<file path="src/rtl/clk_period_meter.sv">
`default_nettype none
// ============================================================================
// clk_period_meter: measures period/high time of an async signal in clk cycles,
// flags signal loss and period lock.                          Revision: 1.0
// ============================================================================
module clk_period_meter #(
  parameter int CNT_W    = 16,
  parameter int TIMEOUT  = 1000,
  parameter int LOCK_TOL = 1,
  parameter int LOCK_CNT = 2
) (
  input  logic             clk,
  input  logic             rst_n,
  input  logic             en,
  input  logic             sig_in,
  output logic [CNT_W-1:0] period_o,
  output logic [CNT_W-1:0] high_o,
  output logic             meas_valid,
  output logic             timeout,
  output logic             locked
);

  localparam int               LCK_W      = $clog2(LOCK_CNT + 1);
  localparam logic [CNT_W-1:0] C_TIMEOUT  = CNT_W'(TIMEOUT);
  localparam logic [CNT_W:0]   C_TOL      = (CNT_W + 1)'(LOCK_TOL);
  localparam logic [LCK_W-1:0] C_LOCK_CNT = LCK_W'(LOCK_CNT);

  typedef enum logic [1:0] {
    S_IDLE       = 2'd0,
    S_WAIT_FIRST = 2'd1,
    S_MEASURE    = 2'd2
  } state_t;

  state_t           r_state, w_state_nxt;
  logic             r_sync1, r_sync2, r_dly;
  logic [CNT_W-1:0] r_cnt, w_cnt_nxt;
  logic [CNT_W-1:0] r_hcnt, w_hcnt_nxt;
  logic             r_high_phase, w_high_phase_nxt;
  logic [CNT_W-1:0] r_prev, w_prev_nxt;
  logic             r_have_prev, w_have_prev_nxt;
  logic [LCK_W-1:0] r_lock_cnt, w_lock_cnt_nxt;
  logic [CNT_W-1:0] r_period, w_period_nxt;
  logic [CNT_W-1:0] r_high, w_high_nxt;
  logic             r_valid, w_valid_nxt;
  logic             r_timeout, w_timeout_nxt;
  logic             r_locked, w_locked_nxt;

  logic             w_rise, w_fall;
  logic [CNT_W-1:0] w_cnt_inc;
  logic [CNT_W:0]   w_diff, w_abs;
  logic             w_stable;
  logic [LCK_W-1:0] w_lock_inc;

  assign w_rise     = r_sync2 & ~r_dly;
  assign w_fall     = ~r_sync2 & r_dly;
  assign w_cnt_inc  = r_cnt + 1'b1;
  // Extra bit keeps the sign of the period delta for the tolerance test.
  assign w_diff     = {1'b0, r_cnt} - {1'b0, r_prev};
  assign w_abs      = w_diff[CNT_W] ? -w_diff : w_diff;
  assign w_stable   = (w_abs <= C_TOL);
  assign w_lock_inc = (r_lock_cnt == C_LOCK_CNT) ? r_lock_cnt : r_lock_cnt + 1'b1;

  always_comb begin
    w_state_nxt      = r_state;
    w_cnt_nxt        = r_cnt;
    w_hcnt_nxt       = r_hcnt;
    w_high_phase_nxt = r_high_phase;
    w_prev_nxt       = r_prev;
    w_have_prev_nxt  = r_have_prev;
    w_lock_cnt_nxt   = r_lock_cnt;
    w_period_nxt     = r_period;
    w_high_nxt       = r_high;
    w_valid_nxt      = 1'b0;
    w_timeout_nxt    = 1'b0;
    w_locked_nxt     = r_locked;

    if (!en) begin
      w_state_nxt      = S_IDLE;
      w_cnt_nxt        = '0;
      w_hcnt_nxt       = '0;
      w_high_phase_nxt = 1'b0;
      w_have_prev_nxt  = 1'b0;
      w_lock_cnt_nxt   = '0;
      w_locked_nxt     = 1'b0;
    end else begin
      case (r_state)
        S_IDLE: begin
          w_cnt_nxt        = '0;
          w_hcnt_nxt       = '0;
          w_high_phase_nxt = 1'b0;
          w_have_prev_nxt  = 1'b0;
          w_state_nxt      = S_WAIT_FIRST;
        end
        S_WAIT_FIRST: begin
          if (w_rise) begin
            w_cnt_nxt        = CNT_W'(1);
            w_hcnt_nxt       = CNT_W'(1);
            w_high_phase_nxt = 1'b1;
            w_state_nxt      = S_MEASURE;
          end else if (w_cnt_inc == C_TIMEOUT) begin
            w_timeout_nxt = 1'b1;
            w_cnt_nxt     = '0;
          end else begin
            w_cnt_nxt = w_cnt_inc;
          end
        end
        S_MEASURE: begin
          if (w_rise) begin
            w_period_nxt     = r_cnt;
            w_high_nxt       = r_hcnt;
            w_valid_nxt      = 1'b1;
            w_prev_nxt       = r_cnt;
            w_have_prev_nxt  = 1'b1;
            w_cnt_nxt        = CNT_W'(1);
            w_hcnt_nxt       = CNT_W'(1);
            w_high_phase_nxt = 1'b1;
            if (r_have_prev) begin
              if (w_stable) begin
                w_lock_cnt_nxt = w_lock_inc;
                w_locked_nxt   = (w_lock_inc == C_LOCK_CNT);
              end else begin
                w_lock_cnt_nxt = '0;
                w_locked_nxt   = 1'b0;
              end
            end
          end else if (w_cnt_inc == C_TIMEOUT) begin
            w_timeout_nxt    = 1'b1;
            w_locked_nxt     = 1'b0;
            w_lock_cnt_nxt   = '0;
            w_have_prev_nxt  = 1'b0;
            w_cnt_nxt        = '0;
            w_hcnt_nxt       = '0;
            w_high_phase_nxt = 1'b0;
            w_state_nxt      = S_WAIT_FIRST;
          end else begin
            w_cnt_nxt = w_cnt_inc;
            // The fall cycle itself is not counted as high time.
            if (r_high_phase && !w_fall) w_hcnt_nxt = r_hcnt + 1'b1;
            if (w_fall) w_high_phase_nxt = 1'b0;
          end
        end
        default: w_state_nxt = S_IDLE;
      endcase
    end
  end

  always_ff @(posedge clk) begin
    if (!rst_n) begin
      r_sync1      <= 1'b0;
      r_sync2      <= 1'b0;
      r_dly        <= 1'b0;
      r_state      <= S_IDLE;
      r_cnt        <= '0;
      r_hcnt       <= '0;
      r_high_phase <= 1'b0;
      r_prev       <= '0;
      r_have_prev  <= 1'b0;
      r_lock_cnt   <= '0;
      r_period     <= '0;
      r_high       <= '0;
      r_valid      <= 1'b0;
      r_timeout    <= 1'b0;
      r_locked     <= 1'b0;
    end else begin
      r_sync1      <= sig_in;
      r_sync2      <= r_sync1;
      r_dly        <= r_sync2;
      r_state      <= w_state_nxt;
      r_cnt        <= w_cnt_nxt;
      r_hcnt       <= w_hcnt_nxt;
      r_high_phase <= w_high_phase_nxt;
      r_prev       <= w_prev_nxt;
      r_have_prev  <= w_have_prev_nxt;
      r_lock_cnt   <= w_lock_cnt_nxt;
      r_period     <= w_period_nxt;
      r_high       <= w_high_nxt;
      r_valid      <= w_valid_nxt;
      r_timeout    <= w_timeout_nxt;
      r_locked     <= w_locked_nxt;
    end
  end

  assign period_o   = r_period;
  assign high_o     = r_high;
  assign meas_valid = r_valid;
  assign timeout    = r_timeout;
  assign locked     = r_locked;

endmodule
`default_nettype wire

</file>
<file path="config.mk">
export PLATFORM = sky130hd
export DESIGN_NAME = clk_period_meter
export DESIGN_NICKNAME = d
export VERILOG_FILES = /design/src/rtl/clk_period_meter.sv
export SDC_FILE = /design/constraint.sdc
export NUM_CORES = 1
export LEC_CHECK = 0
export CORE_ASPECT_RATIO = 1.4
export CORE_MARGIN = 4
export CORE_UTILIZATION = 61
export CTS_BUF_LIST = sky130_fd_sc_hd__clkbuf_4 sky130_fd_sc_hd__clkbuf_8
export DETAILED_ROUTE_END_ITERATION = 7
export GPL_TIMING_DRIVEN = 0
export PLACE_DENSITY = 0.83
export REMOVE_ABC_BUFFERS = 1
export SLEW_MARGIN = 5
export SYNTH_ARGS = -nofsm -noshare
export SYNTH_HDL_FRONTEND = slang
export SYNTH_SLANG_ARGS = --single-unit
</file>
<file path="constraint.sdc">
create_clock -name clk -period 3.8 [get_ports clk]
set_clock_uncertainty 0.2 [all_clocks]
set_input_delay 0.38 -clock clk [delete_from_list [all_inputs] [get_ports clk]]
set_output_delay 0.38 -clock clk [all_outputs]
set_load 0.005 [all_outputs]
</file>
==> results of run 1 <==
## registers in the layout, summed over array words and instances (netlist names)
name,cells
r_dly,1
r_sync1,1
r_hcnt,16
period_o,16
r_cnt,16
meas_valid,1
high_o,16
r_sync2,1
r_have_prev,1
timeout,1
r_high_phase,1
r_lock_cnt,2
r_state,2
## power by group
group	internal (mW)	leakage, nW	switching, mW
Combinational	0.0256	1.35	0.0434
Sequential	0.788	0.607	0.00313
Clock	0.350	0.106	0.290
Total	1.16	2.07	0.336
## repair_timing
action	CTS	global route
pin swaps	1	1
resized for setup	4	13
hold buffers	0	0
setup endpoints to repair	2	17
## stage by stage
stage / hold WS, ps / power, mW / cells / util [%]
floorplan: 211.8 / 0.8544 / 609 / -
global placement: 220.4 / 0.8756 / 747 / 67.89
detailed placement: 226.6 / 0.8776 / 747 / 67.89
CTS: 243.4 / 1.499 / 762 / 70.70
global route: 261.2 / 1.546 / 762 / 71.05
finish: 238.3 / 1.499 / 762 / 71.05
## worst reg2reg max path, delay by kind of cell, from the launching register on
| kind | cells | cell delay, ps |
|---|---|---|
| adders and majority gates | 2 | 620 |
| buffers and inverters | 1 | 60 |
| AOI/OAI and AO/OA | 5 | 1240 |
| and+or+nand+nor | 4 | 1090 |
| DFF | 1 | 420 |
## logic make-up after synthesis
kind of cell    share of synthesized area (%)
flops                                   30.30
fa+ha+maj                               7.222
buf+inv                                 5.505
mux                                    0.8586
simple gates                            27.68
xor+xnor                                4.950
compound gates                          23.48
## per-layer routing
metal | share of wire (%) | vias up | global-route usage, %
li1 | - | 2313 | -
met1 | 39 | 2246 | 26.19
met2 | 53 | 138 | 49.58
met3 | 3.9 | 44 | 4.680
met4 | 3.4 | 0 | 13.95
met5 | 0 | - | 0
## final timing paths
path | slack (ps) | start | endpoint | cells past startpoint
hold / removal | 240 | r_sync1 | r_sync2 | 1
hold reg to reg | 240 | r_sync1 | r_sync2 | 1
setup reg to reg | 110 | r_cnt[0] | r_lock_cnt[0] | 12
setup / recovery | 110 | r_cnt[0] | r_lock_cnt[0] | 12
## layout make-up
cell class,count,area [µm²]
Timing Repair Buffer,38,375.4
Sequential cell,75,1509
Multi-Input combinational cell,497,3224
Fill cell,643,2271
Clock inverter,2,35.03
Clock buffer,13,166.4
Tap cell,100,125.1
Inverter,37,138.9
## cells in the final DEF (no fill, tap or decap), types with 5 or more instances in the layout
master and instances:
xnor2_1 19, nor2b_1 5, inv_1 37, and2_1 11, dfxtp_1 71, xor2_1 8, o211ai_1 5, ha_1 27
a21boi_0 33, nand3_1 16, and3_1 11, or3_1 11, nand4_1 9, or2_2 5, nand2b_1 5, a211o_1 5
clkdlybuf4s50_1 37, or4_1 6, nand2_1 100, a21o_1 7, a21oi_1 30, o21ai_0 27, nor3_1 13, clkbuf_8 11
a31oi_1 6, nor2_1 55
==> results.ini, run 1 <==
[worst_setup_path]
path_cells=inv_1 -> ha_1 -> fa_1 -> nor2b_2 -> o211ai_1 -> a31o_2 -> or2_2 -> nor4_2 -> nand4_1 -> a311oi_1 -> o2111ai_1 -> o21ai_0
end_kind=register
arrival_ps=3780
crit_fanout=9
cp.buffers_inverters=1
critPathMaxStageDelay_ps=440
cp_data_required_time_ps=3890
critPathLaunchType=register
cpMaxStageDelayCell=nor4_2
path_class=register to register
critical_path.top_delay_family=compound AO/OA/AOI/OAI gates

[power]
irDropWorstVdd_mv=0.3312
p_per_area_nw_per_um2=269.0
p_leak_nw=2.065

[synth]
synth_seq_area_share_pct=30.30
synth_common_cells=nand2_1, dfxtp_1, nor2_1
synthFlopType=dfxtp_1
syn_inst=640
synth-edff-count=0
syn_area_um2=4955
post-synth-top-count-cell=nand2_1
yosysTopAreaCellShare_pct=30.30
ys_ff_latch=75
synth.avg_cell_area_um2=7.742
synth_area_leader_cell=dfxtp_1
synth.distinct_cells=71
synthTopCellsByArea=dfxtp_1, nand2_1, ha_1, a21boi_0, nor2_1
synthArstFlopShare_pct=0
ys_warn_count=0

[sta]
setup_ws_ps=109.3
rsz0062_at_grt=false
setup_viol=0
period_needed_ps=3691
timing.final.crit_share_pct=97.12
hold_viol_final=0
worst_slew_pin_slew_ps=1274
tns_ps=0
max_freq_mhz=271.0
finalMaxSlewViolations=0
relSlewSlack_pct=15.06

[grt]
grt_antenna_before_repair=0
grt_usage_pct=25.92
grt_start_max_net_pins=40
first_global_vias=4669
overflow=0
grt_pass1_wl_mm=20.72

[detailed_routing]
wl_mm=12.37
drt_pre_antenna_iters=5
vias=4741
drc_errors=0
viasPerCell=6.222
antenna_left=0
wl_per_cell_um=16.23
drtIter0Drc=330

[clock_network]
htreeDepth=3
numCtsBuffers=9
post_cts_buffers=0
cts_buffer_depth=2
clk_transition_reported_paths_ps=70
clock_latency_ps=360
cts_tree=done
clock_sinks=75
cts_root_buf=clkbuf_8

[place]
hpwlAfterDp_mm=8.836
dpl_cell_area_um2=5326
routabilityCongestion=1.016
port-buffer-count=38
place_ws_ps=-130.2

[floorplanning]
row_count=38
start_util_pct=63.16
dieArea_um2=9649
die_y_um=114.6
ioPinCount=39
fp.coreArea_um2=7845
die_w_um=84.17

[hold_path]
hp-class=register to register

[layout]
diodes=0
drive_above_1_share_pct=7.855
fin_nets=690
fin_area_um2=5574
area_growth_pct=12.50

[run_status]
status=complete, no violations

[job]
max-cap-violations=0

Note: power is estimated with default switching activity, not from simulation.
==> run 2, diff against run 1 <==
--- a/config.mk
+++ b/config.mk
@@ -12,6 +12,7 @@
 export DETAILED_ROUTE_END_ITERATION = 7
 export GPL_TIMING_DRIVEN = 0
 export PLACE_DENSITY = 0.83
+export RECOVER_POWER = 25
 export REMOVE_ABC_BUFFERS = 1
 export SLEW_MARGIN = 5
 export SYNTH_ARGS = -nofsm -noshare
==> run 2 against run 1 <==
  * Largest cell class unchanged
  * First-iteration DRC count shrank 14%
  * Final cell count unchanged
  * Maximum frequency decreased by 0.21%
  * Non-clock buffer count unchanged
==> results.ini, run 2 (synthesis gave the netlist of run 1 again) <==
[sta]
period_needed_ps=3699  ; +7.861 ps
max_freq_mhz=270.4  ; -0.21%
rsz0062_at_grt=false
setup_viol=0  ; unchanged
timing.final.crit_share_pct=97.33  ; +0.21 points
finalMaxSlewViolations=0  ; unchanged
relSlewSlack_pct=3.569  ; -11 points
tns_ps=0  ; unchanged
worst_slew_pin_slew_ps=1446  ; +172.4 ps
hold_viol_final=0  ; unchanged
setup_ws_ps=101.4  ; -7.861 ps

[worst_setup_path]
arrival_ps=3790  ; about the same
path_cells=inv_1 -> ha_1 -> fa_1 -> nor2b_2 -> o211ai_1 -> a31o_2 -> or2_2 -> nor4_2 -> nand4_1 -> a311oi_1 -> o2111ai_1 -> o21ai_0
path_class=register to register
reg2reg_slack_ps=100  ; about the same
cp.buffers_inverters=1  ; unchanged
cp_data_required_time_ps=3890  ; about the same
cpMaxStageDelayCell=nor4_2
crit_fanout=9  ; unchanged
end_kind=register
critical_path.top_delay_family=compound AO/OA/AOI/OAI gates
critPathLaunchType=register
critPathMaxStageDelay_ps=450  ; about the same

[detailed_routing]
antenna_left=0  ; unchanged
vias=4734  ; -0.15%
viasPerCell=6.213  ; -0.15%
wl_per_cell_um=16.25  ; about the same
drt_pre_antenna_iters=5  ; unchanged
drc_errors=0  ; unchanged
wl_mm=12.38  ; about the same
drtIter0Drc=283  ; -14%

[place]
hpwlAfterDp_mm=8.836  ; unchanged
routabilityCongestion=1.016  ; unchanged
dp_cells=747  ; unchanged
port-buffer-count=38  ; unchanged
dpl_cell_area_um2=5326  ; unchanged
place_ws_ps=-130.2  ; unchanged

[layout]
fin_area_um2=5573  ; about the same
layout_common_cells=nand2_1, dfxtp_1, nor2_1
area_growth_pct=12.47  ; about the same
finalNonFillerCells=762  ; unchanged
fin_nets=690  ; unchanged
final_common_cell=nand2_1
drive_above_1_share_pct=7.704  ; -0.15 points
diodes=0  ; unchanged

[floorplanning]
fp.coreArea_um2=7845  ; unchanged
dieArea_um2=9649  ; unchanged
start_util_pct=63.16  ; unchanged
row_count=38  ; unchanged
die_y_um=114.6  ; unchanged
die_w_um=84.17  ; unchanged
ioPinCount=39  ; unchanged

[power]
p_sw_share_pct=22.38  ; -0.063 points
fin_total_pwr_mw=1.498  ; about the same
p_int_mw=1.163  ; about the same
p_per_area_nw_per_um2=268.9  ; about the same
clkPwrFrac_pct=42.6  ; about the same
power_switching_mw=0.3353  ; -0.34%
pwr-share-seq_pct=52.8  ; about the same
p_leak_nw=2.147  ; +4.0%
irDropWorstVdd_mv=0.3309  ; about the same
pwr-share-comb_pct=4.6  ; about the same

[grt]
grt_start_max_net_pins=40  ; unchanged
first_global_vias=4669  ; unchanged
overflow=0  ; unchanged
grt_antenna_before_repair=0  ; unchanged
grt_pass1_wl_mm=20.72  ; unchanged
grt_usage_pct=25.92  ; unchanged

[hold_path]
hp-class=register to register

[job]
max-cap-violations=0  ; unchanged

[clock_network]
numCtsBuffers=9  ; unchanged
postCtsHoldBufs=0  ; unchanged
clk_transition_reported_paths_ps=70  ; about the same
cts_buffer_depth=2  ; unchanged
clock_latency_ps=360  ; about the same
cts_tree=done
clock_sinks=75  ; unchanged
cts_root_buf=clkbuf_8
htreeDepth=3  ; unchanged
post_cts_buffers=0  ; unchanged

[run_status]
status=complete, no violations

==> run 2: changes by cell type in the layout (fill, tap and decap cells not counted) <==
cell and change:
and2_0 +2, and2_1 -2, buf_2 -1, clkbuf_1 +1, clkdlybuf4s50_1 -24, dlygate4sd3_1 +24
==> run 2: final timing paths <==
kind / startpoint / endpoint / cells after the start
max reg2reg: r_cnt[0] / r_lock_cnt[0] / 12
min: r_sync1 / r_sync2 / 1
min reg2reg: r_sync1 / r_sync2 / 1
max: r_cnt[0] / r_lock_cnt[0] / 12
==> run 2: routing by layer <==
layer  global-route usage [%]  share of wire (%)  up-vias
li1                         -                  -     2314
met4                    13.95                3.1        0
met3                    4.680                4.3       37
met1                    26.19                 39     2243
met2                    49.58                 54      140
met5                        0                  0        -
==> run 2: power groups by stage <==
| stage | clock, mW | sequential [mW] | combinational (mW) |
|---|---|---|---|
| global placement | 0 | 0.809 | 0.0665 |
| CTS | 0.639 | 0.791 | 0.0685 |
| global route | 0.678 | 0.791 | 0.0774 |
| detailed placement | 0 | 0.809 | 0.0681 |
| finish | 0.638 | 0.791 | 0.0694 |
| floorplan | 0 | 0.808 | 0.0460 |
==> run 2: per-stage QoR <==
stage / hold slack [ps] / utilization, %
3_5_place_dp: 226.6 / 67.89
4_1_cts: 243.4 / 70.70
6_report: 238.2 / 71.04
2_1_floorplan: 211.8 / -
5_1_grt: 261.2 / 71.04
3_3_place_gp: 220.4 / 67.89
==> run 2: worst register-to-register path, cell delays in order, from the launching register on <==
cell and delay (ps):
dfxtp_4 410, inv_1 60, ha_1 200, fa_1 420, nor2b_2 190, o211ai_1 190, a31o_2 300, or2_2 310
nor4_2 450, nand4_1 150, a311oi_1 410, o2111ai_1 170, o21ai_0 170
==> run 2: timing repair <==
action	4_1_cts	5_1_grt
pin swaps	1	1
resized for setup	4	13
endpoints found under the setup margin	2	17
==> run 2: layout make-up <==
class	instances	area [µm²]
sequential	75	1509
clock buffer	13	166.4
inverter	37	138.9
clock inverter	2	35.03
fill	643	2272
tap	100	125.1
multi-input combinational	497	3224
timing repair buffer	38	374.1
